<file path="config.mk">
export PLATFORM = sky130hd
export DESIGN_NAME = idex_pipe_flat
export DESIGN_NICKNAME = d
export VERILOG_FILES = /design/src/rtl/idex_pipe_pkg.sv /design/src/rtl/idex_pipe_if.sv /design/src/rtl/idex_pipe_skid_reg.sv /design/src/rtl/idex_pipe.sv /design/src/flat_wrapper.sv
export SDC_FILE = /design/constraint.sdc
export NUM_CORES = 1
export LEC_CHECK = 0
export BUFFER_PORTS_ARGS = -buffer_cell sky130_fd_sc_hd__buf_2
export CAP_MARGIN = 20
export CORE_ASPECT_RATIO = 1.25
export CORE_MARGIN = 8
export CORE_UTILIZATION = 38
export DETAILED_ROUTE_END_ITERATION = 10
export MAX_ROUTING_LAYER = met4
export SETUP_SLACK_MARGIN = 0.1
export SYNTH_ARGS = -nofsm -noshare
export SYNTH_HDL_FRONTEND = slang
export SYNTH_SLANG_ARGS = --single-unit
</file>
<file path="constraint.sdc">
create_clock -name clk -period 1.78 [get_ports clk]
set_clock_uncertainty 0.15 [all_clocks]
set_input_delay 0.089 -clock clk [delete_from_list [all_inputs] [get_ports clk]]
set_output_delay 0.089 -clock clk [all_outputs]
set_load 0.005 [all_outputs]
</file>
<file path="src/rtl/idex_pipe_pkg.sv">
// idex_pipe_pkg: control bundle layout and ALUOp encodings shared by decode, ID/EX and ALU
package idex_pipe_pkg;
  localparam int CTRL_FLAGS = 4;
  localparam int GPRWR_BIT = 3;
  localparam int BSEL_BIT = 2;
  localparam int DMWR_BIT = 1;
  localparam int MTR_BIT = 0;
  localparam int ALUOP_LSB = 0;
  typedef enum logic [3:0] {
    ALU_ADD = 4'd0,
    ALU_SUB = 4'd1,
    ALU_AND = 4'd2,
    ALU_OR  = 4'd3,
    ALU_XOR = 4'd4,
    ALU_SLT = 4'd5,
    ALU_SLL = 4'd6,
    ALU_SRL = 4'd7,
    ALU_SRA = 4'd8,
    ALU_LUI = 4'd9
  } alu_op_e;
  function automatic int ctrl_w(input int aluop_w);
    return CTRL_FLAGS + aluop_w;
  endfunction
endpackage

</file>
<file path="src/rtl/idex_pipe_if.sv">
// idex_pipe_if: ID/EX handshake and payload bundle; IDEX_FWD_EN adds rs/rt forwarding fields
interface idex_pipe_if #(parameter int DW = 32, parameter int RW = 5, parameter int ALUOP_W = 4);
  import idex_pipe_pkg::*;
  localparam int CTRL_W = ctrl_w(ALUOP_W);
  logic i_flush, i_valid, o_ready, o_valid, i_ready;
  logic [DW-1:0] i_busA, i_busB, i_imm32, i_pc;
  logic [DW-1:0] o_busA, o_busB, o_imm32, o_pc;
  logic [RW-1:0] i_rd, o_rd;
  logic [CTRL_W-1:0] i_signals;
  logic o_GPRWr, o_BSel, o_DMWr, o_MTR;
  logic [ALUOP_W-1:0] o_ALUOp;
`ifdef IDEX_FWD_EN
  logic [RW-1:0] i_rs, i_rt, o_rs, o_rt;
`endif
  modport slave (
`ifdef IDEX_FWD_EN
    input i_rs, i_rt, output o_rs, o_rt,
`endif
    input i_flush, i_valid, i_ready, i_busA, i_busB, i_imm32, i_pc, i_rd, i_signals,
    output o_ready, o_valid, o_busA, o_busB, o_imm32, o_pc, o_rd,
    output o_GPRWr, o_BSel, o_DMWr, o_MTR, o_ALUOp
  );
  modport master (
`ifdef IDEX_FWD_EN
    output i_rs, i_rt, input o_rs, o_rt,
`endif
    output i_flush, i_valid, i_ready, i_busA, i_busB, i_imm32, i_pc, i_rd, i_signals,
    input o_ready, o_valid, o_busA, o_busB, o_imm32, o_pc, o_rd,
    input o_GPRWr, o_BSel, o_DMWr, o_MTR, o_ALUOp
  );
endinterface

</file>
<file path="src/rtl/idex_pipe_skid_reg.sv">
// idex_pipe_skid_reg: generic two-entry valid/ready skid register with synchronous flush
module idex_pipe_skid_reg #(parameter int W = 8) (
  input  logic         clk,
  input  logic         rst,
  input  logic         i_flush,
  input  logic         i_valid,
  output logic         o_ready,
  input  logic [W-1:0] i_data,
  output logic         o_valid,
  input  logic         i_ready,
  output logic [W-1:0] o_data
);
  logic r_mv, r_sv, r_rdy;
  logic [W-1:0] r_main, r_skid;
  logic w_in, w_adv, w_sv_n;
  assign w_in = i_valid & r_rdy;
  assign w_adv = ~r_mv | i_ready;
  assign w_sv_n = w_adv ? (r_sv & w_in) : (r_sv | w_in);
  assign o_ready = r_rdy;
  assign o_valid = r_mv;
  assign o_data = r_main;
  always_ff @(posedge clk) begin
    if (rst) begin
      r_mv <= 1'b0;
      r_sv <= 1'b0;
      r_rdy <= 1'b0;
      r_main <= '0;
      r_skid <= '0;
    end else if (i_flush) begin
      r_mv <= 1'b0;
      r_sv <= 1'b0;
      r_rdy <= 1'b1;
    end else begin
      r_sv <= w_sv_n;
      r_rdy <= ~w_sv_n;
      if (w_adv) r_mv <= r_sv | w_in;
      if (w_adv && r_sv) r_main <= r_skid;
      else if (w_adv && w_in) r_main <= i_data;
      if (w_in && (r_sv || !w_adv)) r_skid <= i_data;
    end
  end
endmodule

</file>
<file path="src/rtl/idex_pipe.sv">
// idex_pipe: ID/EX stage register with skid buffering, flush and bubble masking; IDEX_FWD_EN carries rs/rt
module idex_pipe
  import idex_pipe_pkg::*;
#(
  parameter int DW = 32,
  parameter int RW = 5,
  parameter int ALUOP_W = 4
) (
  input logic clk,
  input logic rst,
  idex_pipe_if.slave bus
);
  localparam int CTRL_W = ctrl_w(ALUOP_W);
  logic [CTRL_W-1:0] w_sig;
`ifdef IDEX_FWD_EN
  localparam int PW = 4 * DW + 3 * RW + CTRL_W;
  logic [RW-1:0] w_rs, w_rt;
  logic [PW-1:0] w_in, w_out;
  assign w_in = {bus.i_busA, bus.i_busB, bus.i_imm32, bus.i_pc, bus.i_rd, bus.i_rs, bus.i_rt, bus.i_signals};
  assign {bus.o_busA, bus.o_busB, bus.o_imm32, bus.o_pc, bus.o_rd, w_rs, w_rt, w_sig} = w_out;
  assign bus.o_rs = bus.o_valid ? w_rs : '0;
  assign bus.o_rt = bus.o_valid ? w_rt : '0;
`else
  localparam int PW = 4 * DW + RW + CTRL_W;
  logic [PW-1:0] w_in, w_out;
  assign w_in = {bus.i_busA, bus.i_busB, bus.i_imm32, bus.i_pc, bus.i_rd, bus.i_signals};
  assign {bus.o_busA, bus.o_busB, bus.o_imm32, bus.o_pc, bus.o_rd, w_sig} = w_out;
`endif
  idex_pipe_skid_reg #(.W(PW)) u_skid (
    .clk(clk),
    .rst(rst),
    .i_flush(bus.i_flush),
    .i_valid(bus.i_valid),
    .o_ready(bus.o_ready),
    .i_data(w_in),
    .o_valid(bus.o_valid),
    .i_ready(bus.i_ready),
    .o_data(w_out)
  );
  assign bus.o_GPRWr = w_sig[ALUOP_W+GPRWR_BIT] & bus.o_valid;
  assign bus.o_BSel = w_sig[ALUOP_W+BSEL_BIT];
  assign bus.o_DMWr = w_sig[ALUOP_W+DMWR_BIT] & bus.o_valid;
  assign bus.o_MTR = w_sig[ALUOP_W+MTR_BIT] & bus.o_valid;
  assign bus.o_ALUOp = w_sig[ALUOP_LSB+:ALUOP_W];
endmodule

</file>
<file path="src/flat_wrapper.sv">
// flat-port wrapper written by rule: the top's interface ports become plain ports
module idex_pipe_flat import idex_pipe_pkg::*;
#(
  parameter int DW = 32,
  parameter int RW = 5,
  parameter int ALUOP_W = 4
)
  (clk, rst, bus_i_flush, bus_i_valid, bus_i_ready, bus_i_busA, bus_i_busB, bus_i_imm32, bus_i_pc, bus_i_rd, bus_i_signals, bus_o_ready, bus_o_valid, bus_o_busA, bus_o_busB, bus_o_imm32, bus_o_pc, bus_o_rd, bus_o_GPRWr, bus_o_BSel, bus_o_DMWr, bus_o_MTR, bus_o_ALUOp);
  idex_pipe_if #(.DW(DW), .RW(RW), .ALUOP_W(ALUOP_W)) bus_i ();
  input logic clk;
  input logic rst;
  input wire logic [$bits(bus_i.i_flush)-1:0] bus_i_flush;
  input wire logic [$bits(bus_i.i_valid)-1:0] bus_i_valid;
  input wire logic [$bits(bus_i.i_ready)-1:0] bus_i_ready;
  input wire logic [$bits(bus_i.i_busA)-1:0] bus_i_busA;
  input wire logic [$bits(bus_i.i_busB)-1:0] bus_i_busB;
  input wire logic [$bits(bus_i.i_imm32)-1:0] bus_i_imm32;
  input wire logic [$bits(bus_i.i_pc)-1:0] bus_i_pc;
  input wire logic [$bits(bus_i.i_rd)-1:0] bus_i_rd;
  input wire logic [$bits(bus_i.i_signals)-1:0] bus_i_signals;
  output wire logic [$bits(bus_i.o_ready)-1:0] bus_o_ready;
  output wire logic [$bits(bus_i.o_valid)-1:0] bus_o_valid;
  output wire logic [$bits(bus_i.o_busA)-1:0] bus_o_busA;
  output wire logic [$bits(bus_i.o_busB)-1:0] bus_o_busB;
  output wire logic [$bits(bus_i.o_imm32)-1:0] bus_o_imm32;
  output wire logic [$bits(bus_i.o_pc)-1:0] bus_o_pc;
  output wire logic [$bits(bus_i.o_rd)-1:0] bus_o_rd;
  output wire logic [$bits(bus_i.o_GPRWr)-1:0] bus_o_GPRWr;
  output wire logic [$bits(bus_i.o_BSel)-1:0] bus_o_BSel;
  output wire logic [$bits(bus_i.o_DMWr)-1:0] bus_o_DMWr;
  output wire logic [$bits(bus_i.o_MTR)-1:0] bus_o_MTR;
  output wire logic [$bits(bus_i.o_ALUOp)-1:0] bus_o_ALUOp;
  assign bus_i.i_flush = bus_i_flush;
  assign bus_i.i_valid = bus_i_valid;
  assign bus_i.i_ready = bus_i_ready;
  assign bus_i.i_busA = bus_i_busA;
  assign bus_i.i_busB = bus_i_busB;
  assign bus_i.i_imm32 = bus_i_imm32;
  assign bus_i.i_pc = bus_i_pc;
  assign bus_i.i_rd = bus_i_rd;
  assign bus_i.i_signals = bus_i_signals;
  assign bus_o_ready = bus_i.o_ready;
  assign bus_o_valid = bus_i.o_valid;
  assign bus_o_busA = bus_i.o_busA;
  assign bus_o_busB = bus_i.o_busB;
  assign bus_o_imm32 = bus_i.o_imm32;
  assign bus_o_pc = bus_i.o_pc;
  assign bus_o_rd = bus_i.o_rd;
  assign bus_o_GPRWr = bus_i.o_GPRWr;
  assign bus_o_BSel = bus_i.o_BSel;
  assign bus_o_DMWr = bus_i.o_DMWr;
  assign bus_o_MTR = bus_i.o_MTR;
  assign bus_o_ALUOp = bus_i.o_ALUOp;
  idex_pipe #(.DW(DW), .RW(RW), .ALUOP_W(ALUOP_W)) u_core (.clk(clk), .rst(rst), .bus(bus_i));
endmodule
</file>
==> summary.txt, run 1 <==
Hold path depth: 4
Area delta synth->final: 38.8%
Setup Crit Path Kind: reg2reg
R2r startpoint: u_core.u_skid.o_valid$_SDFFE_PP0P_
Adder-cell share of the synthesized area: 0%
Fin. max-slew vios: 0
Num CTS Buffers: 34
Clock Latency Late Sink: 0.51 ns
Commonest cells in the netlist: dfxtp_1, nand2b_1, buf_4, inv_1
FF-to-FF setup slack: -0.02 ns
Synth Warn #: 0
Status: finished, violations left
Drt pass-1 iters: 6
Top area cells in the synthesized netlist: dfxtp_1, nand2b_1, mux2_2, mux2i_1, a211oi_2
Period utilization: 101%
TNS Setup: -0.0342 ns
Final hold vios: 0
Max Clk Rate: 557 MHz
Post-synthesis compound-gate area fraction: 10.2%
Hold_sp: bus_i_rd[4]
Post-synthesis mux area share: 19.7%
Minimum clock period: 1.80 ns
Final hold slack: 0.240 ns
RSZ-0062 raised after global routing: yes
CP Cell Sequence: nor2b_4 -> buf_6 -> or3_4 -> buf_16 -> a211oi_2
Die outline width: 195 µm
Hold Crit Endpoint: u_core.u_skid.r_skid[12]$_SDFFE_PP0P_
Row count: 82
DP Area: 0.0170 mm²
Peak supply drop: 0.614 mV
WP data arrival: 2.07 ns
Static leakage: 0.00766 µW
CTS clk-pin slew, worst paths: 0.06 ns
Post-synth EDFFs: 0
Synth Area in XOR/XNOR: 0%
Power, Total: 16200 µW
CTS tree: done
Routability cong.: 0.736
CP required: 2.05 ns
Top cell type's share of synthesized area: 37.5%
Worst setup EP type: flop
Crit path largest cell delay: 0.45 ns
Slew margin rel.: 61.1%
Nets: 2010
Core ar.: 0.0398 mm²
Initial antenna violation count: 1
Via count: 12.0k
Failing checks: setup timing
Worst-margin pin slew: 0.584 ns
HP Class: in2reg
Clk root buf: clkbuf_16
Synth async-reset ratio: 0%
WL final: 46900 µm
Die ar.: 0.0467 mm²
Vias per cell: 5.00
Seq cells post-synth: 285
Gr usage total: 18.9%
Synth Area in Simple Gates: 17.8%
Main synth FF type: dfxtp_1
Vias in the first global route: 12.5k
Post-synth top area cell: dfxtp_1
H-tree depth: 2
Cell with the most instances after synthesis: dfxtp_1
Reg2Reg Capture Point: u_core.u_skid.o_data[82]$_SDFFE_PP0P_
Post-Syn Area: 0.0152 mm²
DR DRC count: 0
Distinct cells, synth: 20
# IOs: 289
R2R depth: 5
Final core occ: 53.0%
CP Buf/Inv Count: 2
Syn Area/Cell: 9.71 µm²
Max Fanout on Critical Path: 17
Wire length per cell: 19.6 µm
Cell count after synthesis: 1566
Power Dens Cells: 767 mW/mm²
Post-route design area: 0.0211 mm²
GRT overflow: 0
CTS sink cnt: 285
Layout cells sized above 1: 43.9%
Register area share after synthesis: 37.5%
Die Ht: 240 µm
Buffers added on ports: 288
Initial Util: 38.2%
Pin count of the biggest net entering global routing: 107
CP top delay family: simple AND/OR/NAND/NOR gates
Syn Nets: 1712
Max-cap violations: 0
Final Setup Violations: 3
Largest family of logic cells by synthesized area: multiplexers
Number of DRC markers in iteration 0: 449
Slowest CP cell: or3_4
Post-route ant nets: 0
CTS max path bufs: 3
Post-route setup slack: -0.0165 ns
Global-route wire length before repair: 69900 µm
Post-DP HPWL: 27500 µm
CP startpoint kind: flop
## power breakdown
| part | switching (µW) | internal, µW | total [µW] | leakage (µW) |
|---|---|---|---|---|
| logic | 1050 | 1120 | 2170 | 0.00476 |
| clock network | 2760 | 4580 | 7340 | 0.000590 |
| registers | 107 | 6560 | 6670 | 0.00232 |
## worst max path at each step
stage                     slack (ns)                               start  depth (start not counted)                                endpoint
after floorplan                 0.07       u_core.u_skid.r_sv$_SDFF_PP0_                          6  u_core.u_skid.o_data[109]$_SDFFE_PP0P_
after global placement          0.05       u_core.u_skid.r_sv$_SDFF_PP0_                          5   u_core.u_skid.r_skid[38]$_SDFFE_PP0P_
after detailed placement       0.003       u_core.u_skid.r_sv$_SDFF_PP0_                          5   u_core.u_skid.r_skid[69]$_SDFFE_PP0P_
after CTS                     0.0002       u_core.u_skid.r_sv$_SDFF_PP0_                          6   u_core.u_skid.o_data[52]$_SDFFE_PP0P_
after global routing           -0.07       u_core.u_skid.r_sv$_SDFF_PP0_                          5    u_core.u_skid.o_data[6]$_SDFFE_PP0P_
final                          -0.02  u_core.u_skid.o_valid$_SDFFE_PP0P_                          5   u_core.u_skid.o_data[82]$_SDFFE_PP0P_
## worst reg2reg max path: cells and delay by family (launching register included)
| kind | cells | cell delay [ns] |
|---|---|---|
| flip-flops | 1 | 0.37 |
| buffers and inverters | 2 | 0.33 |
| AO/OA/AOI/OAI | 1 | 0.26 |
| AND/OR/NAND/NOR | 2 | 0.60 |
## per-layer routing
layer	part of all wire, %	GRT usage, %	up-vias	wire (µm)
met1	43	21.9	5776	20000
li1	-	-	5834	-
met4	2.5	5.57	0	1170
met3	4.7	4.10	79	2200
met2	50	32.3	281	23500
met5	0	-	-	0
## layout by cell type, fill, tap and decap left out
cell           Yosys  layout
buf_2             29     286
nand2b_1         283     282
dfxtp_1          285     282
dlygate4sd3_1      0     147
inv_1            142     142
mux2_2           141     141
mux2i_1          141     141
a211oi_2          90     123
nor4_2             0      89
clkbuf_16          0      47
buf_12             0      32
nor4_1           141      31
buf_4            146      30
nor4_4             0      21
a211oi_1          53      19
buf_16             0      16
buf_6             10      13
clkbuf_8           0      10
clkbuf_1          93       8
buf_8              0       7
and2_1             3       3
clkinv_2           0       3
or3_4              0       2
or3_1              3       2
bufinv_16          0       2
dfxtp_4            0       2
diode_2            0       1
a21oi_4            1       1
nor2b_4            0       1
nand2b_4           0       1
nand2_2            0       1
a211oi_4           0       1
a21oi_1            1       1
and3b_1            1       1
dfxtp_2            0       1
## sequential cells by signal, indices dropped and copies added (netlist names)
name and cells:
u_core.u_skid.r_skid 141, u_core.u_skid.r_sv 1, u_core.u_skid.o_valid 1, u_core.u_skid.o_data 141, u_core.u_skid.o_ready 1
## per-stage QoR
stage	setup slack, ns	instances
global route	-0.0711	2394
detailed placement	0.00272	2143
global placement	0.0541	2143
CTS	0.000213	2368
finish	-0.0165	2394
floorplan	0.0668	1566
## logic make-up after synthesis
family                 Yosys count
AO/OA/AOI/OAI                  145
AND/OR/NAND/NOR                433
buffers and inverters          421
multiplexers                   282
flip-flops                     285
## cell type report
cell class                      instances  area, µm²
Multi-Input combinational cell        861       8340
Clock buffer                           56       1120
Antenna cell                            1       2.50
Inverter                              142        533
Fill cell                            3470      18700
Tap cell                              504        631
Clock inverter                          5       75.1
Timing Repair Buffer                  540       4690
Sequential cell                       285       5710
## what timing repair did
action	4_1_cts	5_1_grt
hold endpoints to repair	281	0
endpoints found under the setup margin	244	266
buffers inserted	9	12
pin swaps	20	23
gates resized for setup	43	94
gates cloned	8	13
hold buffers	147	0
Power figures use the tool's default switching activity.
==> inputs of run 2 (changes only) <==
--- a/config.mk
+++ b/config.mk
@@ -9,9 +9,10 @@
 export CAP_MARGIN = 20
 export CORE_ASPECT_RATIO = 1.25
 export CORE_MARGIN = 8
-export CORE_UTILIZATION = 38
+export CORE_UTILIZATION = 50
 export DETAILED_ROUTE_END_ITERATION = 10
 export MAX_ROUTING_LAYER = met4
+export PLACE_DENSITY = 0.76
 export SETUP_SLACK_MARGIN = 0.1
 export SYNTH_ARGS = -nofsm -noshare
 export SYNTH_HDL_FRONTEND = slang
==> summary.txt, run 2 (synthesis results as in run 1) <==
Status: finished, violations left
Failing checks: setup timing
Slew margin rel.: 63.1% (+2.1 points)
Grt met2 use: 39.9% (+7.5 points)
Max-cap violations: 0 (unchanged)
CTS clk-pin slew, worst paths: 0.06 ns (about the same)
TNS Setup: -0.0887 ns (-0.0545 ns)
# IOs: 289 (unchanged)
Via count: 12.9k (+7.9%)
Core ar.: 0.0300 mm² (-25%)
Fill count: 2026 (-42%)
CP startpoint kind: flop
Max Clk Rate: 545 MHz (-2.0%)
GRT overflow: 0 (unchanged)
Initial antenna violation count: 10 (+9)
CP required: 2.06 ns (about the same)
Pin count of the biggest net entering global routing: 75 (-30%)
Storage cell area: 0.00571 mm² (about the same)
Num CTS Buffers: 30 (-12%)
CTS sink cnt: 285 (unchanged)
RSZ-0062 raised after global routing: yes
H-tree depth: 1 (-1)
WP data arrival: 2.12 ns (+0.05 ns)
Worst-margin pin slew: 0.553 ns (-0.0309 ns)
Number of DRC markers in iteration 0: 955 (+110%)
GR met1 Demand/Resource: 27.4% (+5.5 points)
Vias per cell: 5.64 (+13%)
Post-route ant nets: 0 (unchanged)
Post-DP HPWL: 26300 µm (-4.1%)
Gr usage total: 24.2% (+5.3 points)
Die Ht: 211 µm (-12%)
CTS tree: done
Power Dens Cells: 735 mW/mm² (-4.1%)
Wire length per cell: 22.4 µm (+15%)
Static leakage: 0.00752 µW (-1.9%)
Drt pass-1 iters: 5 (-1)
Grt peak-use layer: met2
Die ar.: 0.0363 mm² (-22%)
Period utilization: 103% (+2.1 points)
GR Util met3: 4.73% (+0.63 points)
Worst setup EP type: flop
Commonest non-fill, non-tap cell in the layout: buf_2
CTS max path bufs: 3 (unchanged)
Nets: 2005 (-0.25%)
Die outline width: 172 µm (-12%)
Layout cells sized above 1: 42.4% (-1.6 points)
Fin. max-slew vios: 0 (unchanged)
WL final: 51400 µm (+9.5%)
Clock Latency Late Sink: 0.57 ns (+0.06 ns)
DR DRC count: 0 (unchanged)
Global-route wire length before repair: 69700 µm (-0.30%)
Routability cong.: 0.790 (+7.3%)
Final hold vios: 0 (unchanged)
Clk root buf: clkbuf_16
Buffers added on ports: 288 (unchanged)
Setup Crit Path Kind: reg2reg
Vias in the first global route: 13.2k (+5.9%)
Initial Util: 50.6% (+12 points)
HP Class: in2reg
Final Setup Violations: 5 (+2)
Area delta synth->final: 36.8%
FF-to-FF setup slack: -0.05 ns (-0.04 ns)
Max Fanout on Critical Path: 26 (+9)
Row count: 71 (-13%)
Peak supply drop: 0.619 mV (+0.70%)
Area of the multi-input gates: 0.00834 mm² (about the same)
Minimum clock period: 1.83 ns (+0.0370 ns)
Most frequent cells in the layout: buf_2, nand2b_1, dfxtp_1, dlygate4sd3_1
Final core occ: 69.2% (+16 points)
Post-route setup slack: -0.0535 ns (-0.0370 ns)
==> run 2: cell types whose count changed in the layout (fill, tap and decap cells not counted), sizes merged <==
| cell | before | now |
|---|---|---|
| bufinv | 2 | 3 |
| inv | 142 | 143 |
| diode | 1 | 10 |
| dlygate4sd3 | 147 | 159 |
| clkbuf | 65 | 60 |
| clkinv | 3 | 8 |
| buf | 384 | 359 |
==> run 2: stage by stage <==
stage	hold WS [ns]	cell area, µm²	total power [µW]	setup WS (ns)	cells
after floorplan	0.0943	15800	7990	0.0668	1566
after global placement	0.209	16800	8410	0.0902	2031
after detailed placement	0.217	16800	8440	0.0247	2031
after CTS	0.175	19400	15100	0.0344	2245
after global routing	0.201	20800	15800	-0.0485	2289
final	0.189	20800	15300	-0.0535	2289
==> run 2: cell type report <==
type / count / area share [%]
Tap cell: 401 / 2.41
Multi-Input combinational cell: 861 / 40.1
Timing Repair Buffer: 539 / 22.6
Sequential cell: 285 / 27.5
Clock inverter: 12 / 0.656
Inverter: 142 / 2.56
Antenna cell: 10 / 0.120
Clock buffer: 39 / 4.07
==> run 2: path summary, 6_finish.rpt <==
check,to,cells past startpoint,start
worst min-delay path,u_core.u_skid.r_skid[117]$_SDFFE_PP0P_,4,bus_i_busA[8]
worst max register to register,u_core.u_skid.o_data[111]$_SDFFE_PP0P_,4,u_core.u_skid.r_sv$_SDFF_PP0_
worst min register to register,u_core.u_skid.o_data[131]$_SDFFE_PP0P_,2,u_core.u_skid.o_data[131]$_SDFFE_PP0P_
worst max-delay path,u_core.u_skid.o_data[111]$_SDFFE_PP0P_,4,u_core.u_skid.r_sv$_SDFF_PP0_
==> run 2: critical path, stage by stage, from the launching register on <==
cell and delay (ns):
dfxtp_4 0.46, buf_12 0.23, mux2_2 0.36, nor4_1 0.41, a211oi_2 0.09
==> run 2: per-layer routing <==
metal | share of wire, % | wire length (µm)
met5 | 0 | 0
met4 | 5.1 | 2630
met3 | 6.5 | 3330
met2 | 51 | 26000
met1 | 38 | 19500
==> run 2: report_power, final <==
part           internal [µW]  switching, µW
clock network           3750           2660
logic                   1100           1100
registers               6560            113
total                  11400           3880
==> run 2: timing repair <==
action                     CTS  global route
setup buffers                2             4
cloned                       2            30
setup endpoints to repair  160           280
gates resized for setup      7           110
hold buffers               159             0
pin swaps                    1             4
hold endpoints to repair   285             0
==> inputs of run 3 (changes only) <==
--- a/config.mk
+++ b/config.mk
@@ -12,7 +12,7 @@
 export CORE_UTILIZATION = 50
 export DETAILED_ROUTE_END_ITERATION = 10
 export MAX_ROUTING_LAYER = met4
-export PLACE_DENSITY = 0.76
+export PLACE_DENSITY = 0.73
 export SETUP_SLACK_MARGIN = 0.1
 export SYNTH_ARGS = -nofsm -noshare
 export SYNTH_HDL_FRONTEND = slang
==> constraint.sdc (replaced) <==
create_clock -name clk -period 1.8 [get_ports clk]
set_clock_uncertainty 0.15 [all_clocks]
set_input_delay 0.09 -clock clk [delete_from_list [all_inputs] [get_ports clk]]
set_output_delay 0.09 -clock clk [all_outputs]
set_load 0.005 [all_outputs]
==> summary.txt, run 3 (synthesis results as in run 1) <==
Status: finished clean
Die Ht: 211 µm (unchanged)
Most frequent cells in the layout: buf_2, nand2b_1, dfxtp_1, dlygate4sd3_1, inv_1
CTS sink cnt: 285 (unchanged)
Gr usage total: 22.6% (-1.5 points)
CTS clk-pin slew, worst paths: 0.07 ns (about the same)
Die ar.: 0.0363 mm² (unchanged)
Pin count of the biggest net entering global routing: 63 (-16%)
Max Fanout on Critical Path: 46 (+77%)
Max Clk Rate: 576 MHz (+5.6%)
HP Class: in2reg
Final hold slack: 0.212 ns (+0.0224 ns)
Fill count: 2258 (+11%)
Slowest CP cell: or3_4
Clk root buf: clkbuf_16
Post-route ant nets: 0 (unchanged)
DR DRC count: 0 (unchanged)
Fin. max-slew vios: 0 (unchanged)
Commonest non-fill, non-tap cell in the layout: buf_2
Routability cong.: 0.791 (+0.20%)
Period utilization: 96.4% (-6.6 points)
Drt pass-1 iters: 5 (unchanged)
CTS tree: done
Area of the multi-input gates: 0.00821 mm² (-1.6%)
RSZ-0062 raised after global routing: yes
Wire length per cell: 19.4 µm (-14%)
Global-route wire length before repair: 65800 µm (-5.6%)
Storage cell area: 0.00571 mm² (unchanged)
CP startpoint kind: flop
Layout cells sized above 1: 40.4% (-2.0 points)
CP top delay family: simple AND/OR/NAND/NOR gates
CTS max path bufs: 3 (unchanged)
Stages on worst setup path: 4 (unchanged)
Clock Latency Late Sink: 0.55 ns (-0.02 ns)
Nets: 1980 (-1.2%)
Pre-CTS setup slack: 0.0664 ns (+0.0416 ns)
Static leakage: 0.00725 µW (-3.6%)
Worst setup EP type: flop
Setup Crit Path Kind: reg2reg
WL final: 43800 µm (-15%)
Minimum clock period: 1.74 ns (-0.0978 ns)
Vias in the first global route: 12.8k (-3.3%)
# IOs: 289 (unchanged)
Initial Util: 50.6% (unchanged)
TNS Setup: 0 ns (+0.0887 ns)
R2R depth: 4 (unchanged)
WP data arrival: 2.04 ns (-0.08 ns)
Initial antenna violation count: 3 (-7)
Power, Total: 15100 µW (-1.3%)
Post-route setup slack: 0.0643 ns (+0.118 ns)
Core ar.: 0.0300 mm² (unchanged)
Final hold vios: 0 (unchanged)
Final Setup Violations: 0 (-5)
Row count: 71 (unchanged)
Vias per cell: 5.36 (-5.0%)
Worst-margin pin slew: 0.495 ns (-0.0583 ns)
Power Dens Cells: 751 mW/mm² (+2.1%)
Post-DP HPWL: 25800 µm (-2.0%)
Post-route design area: 0.0201 mm² (-3.3%)
Area delta synth->final: 32.2%
Via count: 12.1k (-6.2%)
CP Cell Sequence: nor2b_4 -> or3_4 -> buf_12 -> a211oi_1
Hold path depth: 4 (unchanged)
GRT overflow: 0 (unchanged)
DP Area: 0.0168 mm² (about the same)
Slew margin rel.: 67.0% (+3.9 points)
Peak supply drop: 0.588 mV (-5.0%)
Buffers added on ports: 288 (unchanged)
H-tree depth: 1 (unchanged)
CP required: 2.10 ns (+0.04 ns)
Crit path largest cell delay: 0.44 ns (-0.02 ns)
CP Buf/Inv Count: 1 (unchanged)
Die outline width: 172 µm (unchanged)
Max-cap violations: 0 (unchanged)
Num CTS Buffers: 30 (unchanged)
Number of DRC markers in iteration 0: 643 (-33%)
run 3: metrics by stage:
step | std cells | utilization, %
finish | 2260 | 66.9
CTS | 2243 | 64.7
global route | 2260 | 66.9
global placement | 2029 | 55.8
floorplan | 1566 | -
detailed placement | 2029 | 55.8
run 3: timing repair:
| item | 4_1_cts | 5_1_grt |
|---|---|---|
| gates resized for setup | 8 | 70 |
| hold buffers | 159 | 0 |
| cloned | 0 | 7 |
| endpoints found under the setup margin | 68 | 221 |
| hold endpoints to repair | 285 | 0 |
| buffers inserted | 1 | 7 |
| pin swaps | 1 | 3 |
run 3: where the power goes:
part           switching, µW  total (µW)  internal, µW  leakage (µW)
clock network           2610        6460          3850      0.000503
logic                    997        2040          1040       0.00443
registers                106        6590          6490       0.00232
run 3: final timing paths:
check / from / end / slack, ns
max: u_core.u_skid.o_valid$_SDFFE_PP0P_ / u_core.u_skid.o_data[23]$_SDFFE_PP0P_ / 0.06
min: bus_i_busB[25] / u_core.u_skid.r_skid[102]$_SDFFE_PP0P_ / 0.21
max reg2reg: u_core.u_skid.o_valid$_SDFFE_PP0P_ / u_core.u_skid.o_data[23]$_SDFFE_PP0P_ / 0.06
min reg2reg: u_core.u_skid.o_data[137]$_SDFFE_PP0P_ / u_core.u_skid.o_data[137]$_SDFFE_PP0P_ / 0.31
run 3: layout make-up:
class	instances	area share [%]
repair buffers	515	20.4
well taps	401	2.50
inverters	142	2.65
multi-input cells	860	40.9
clock buffers	45	4.47
flip-flops and latches	285	28.4
diodes	3	0.0374
clock inverters	9	0.610
run 3: per-layer routing:
layer | vias to the layer above | wire length (µm) | global-route usage (%) | share of wire, %
met2 | 357 | 21800 | 38.2 | 50
met4 | 0 | 1570 | 8.46 | 3.6
met1 | 5884 | 17700 | 26.4 | 40
li1 | 5762 | - | - | -
met5 | - | 0 | - | 0
met3 | 110 | 2650 | 3.95 | 6.0
run 3: worst min-delay path, delay by kind of cell:
| family | cells | cell delay (ns) |
|---|---|---|
| buffers and inverters | 2 | 0.66 |
| AND/OR/NAND/NOR | 1 | 0.06 |
| multiplexers | 1 | 0.06 |
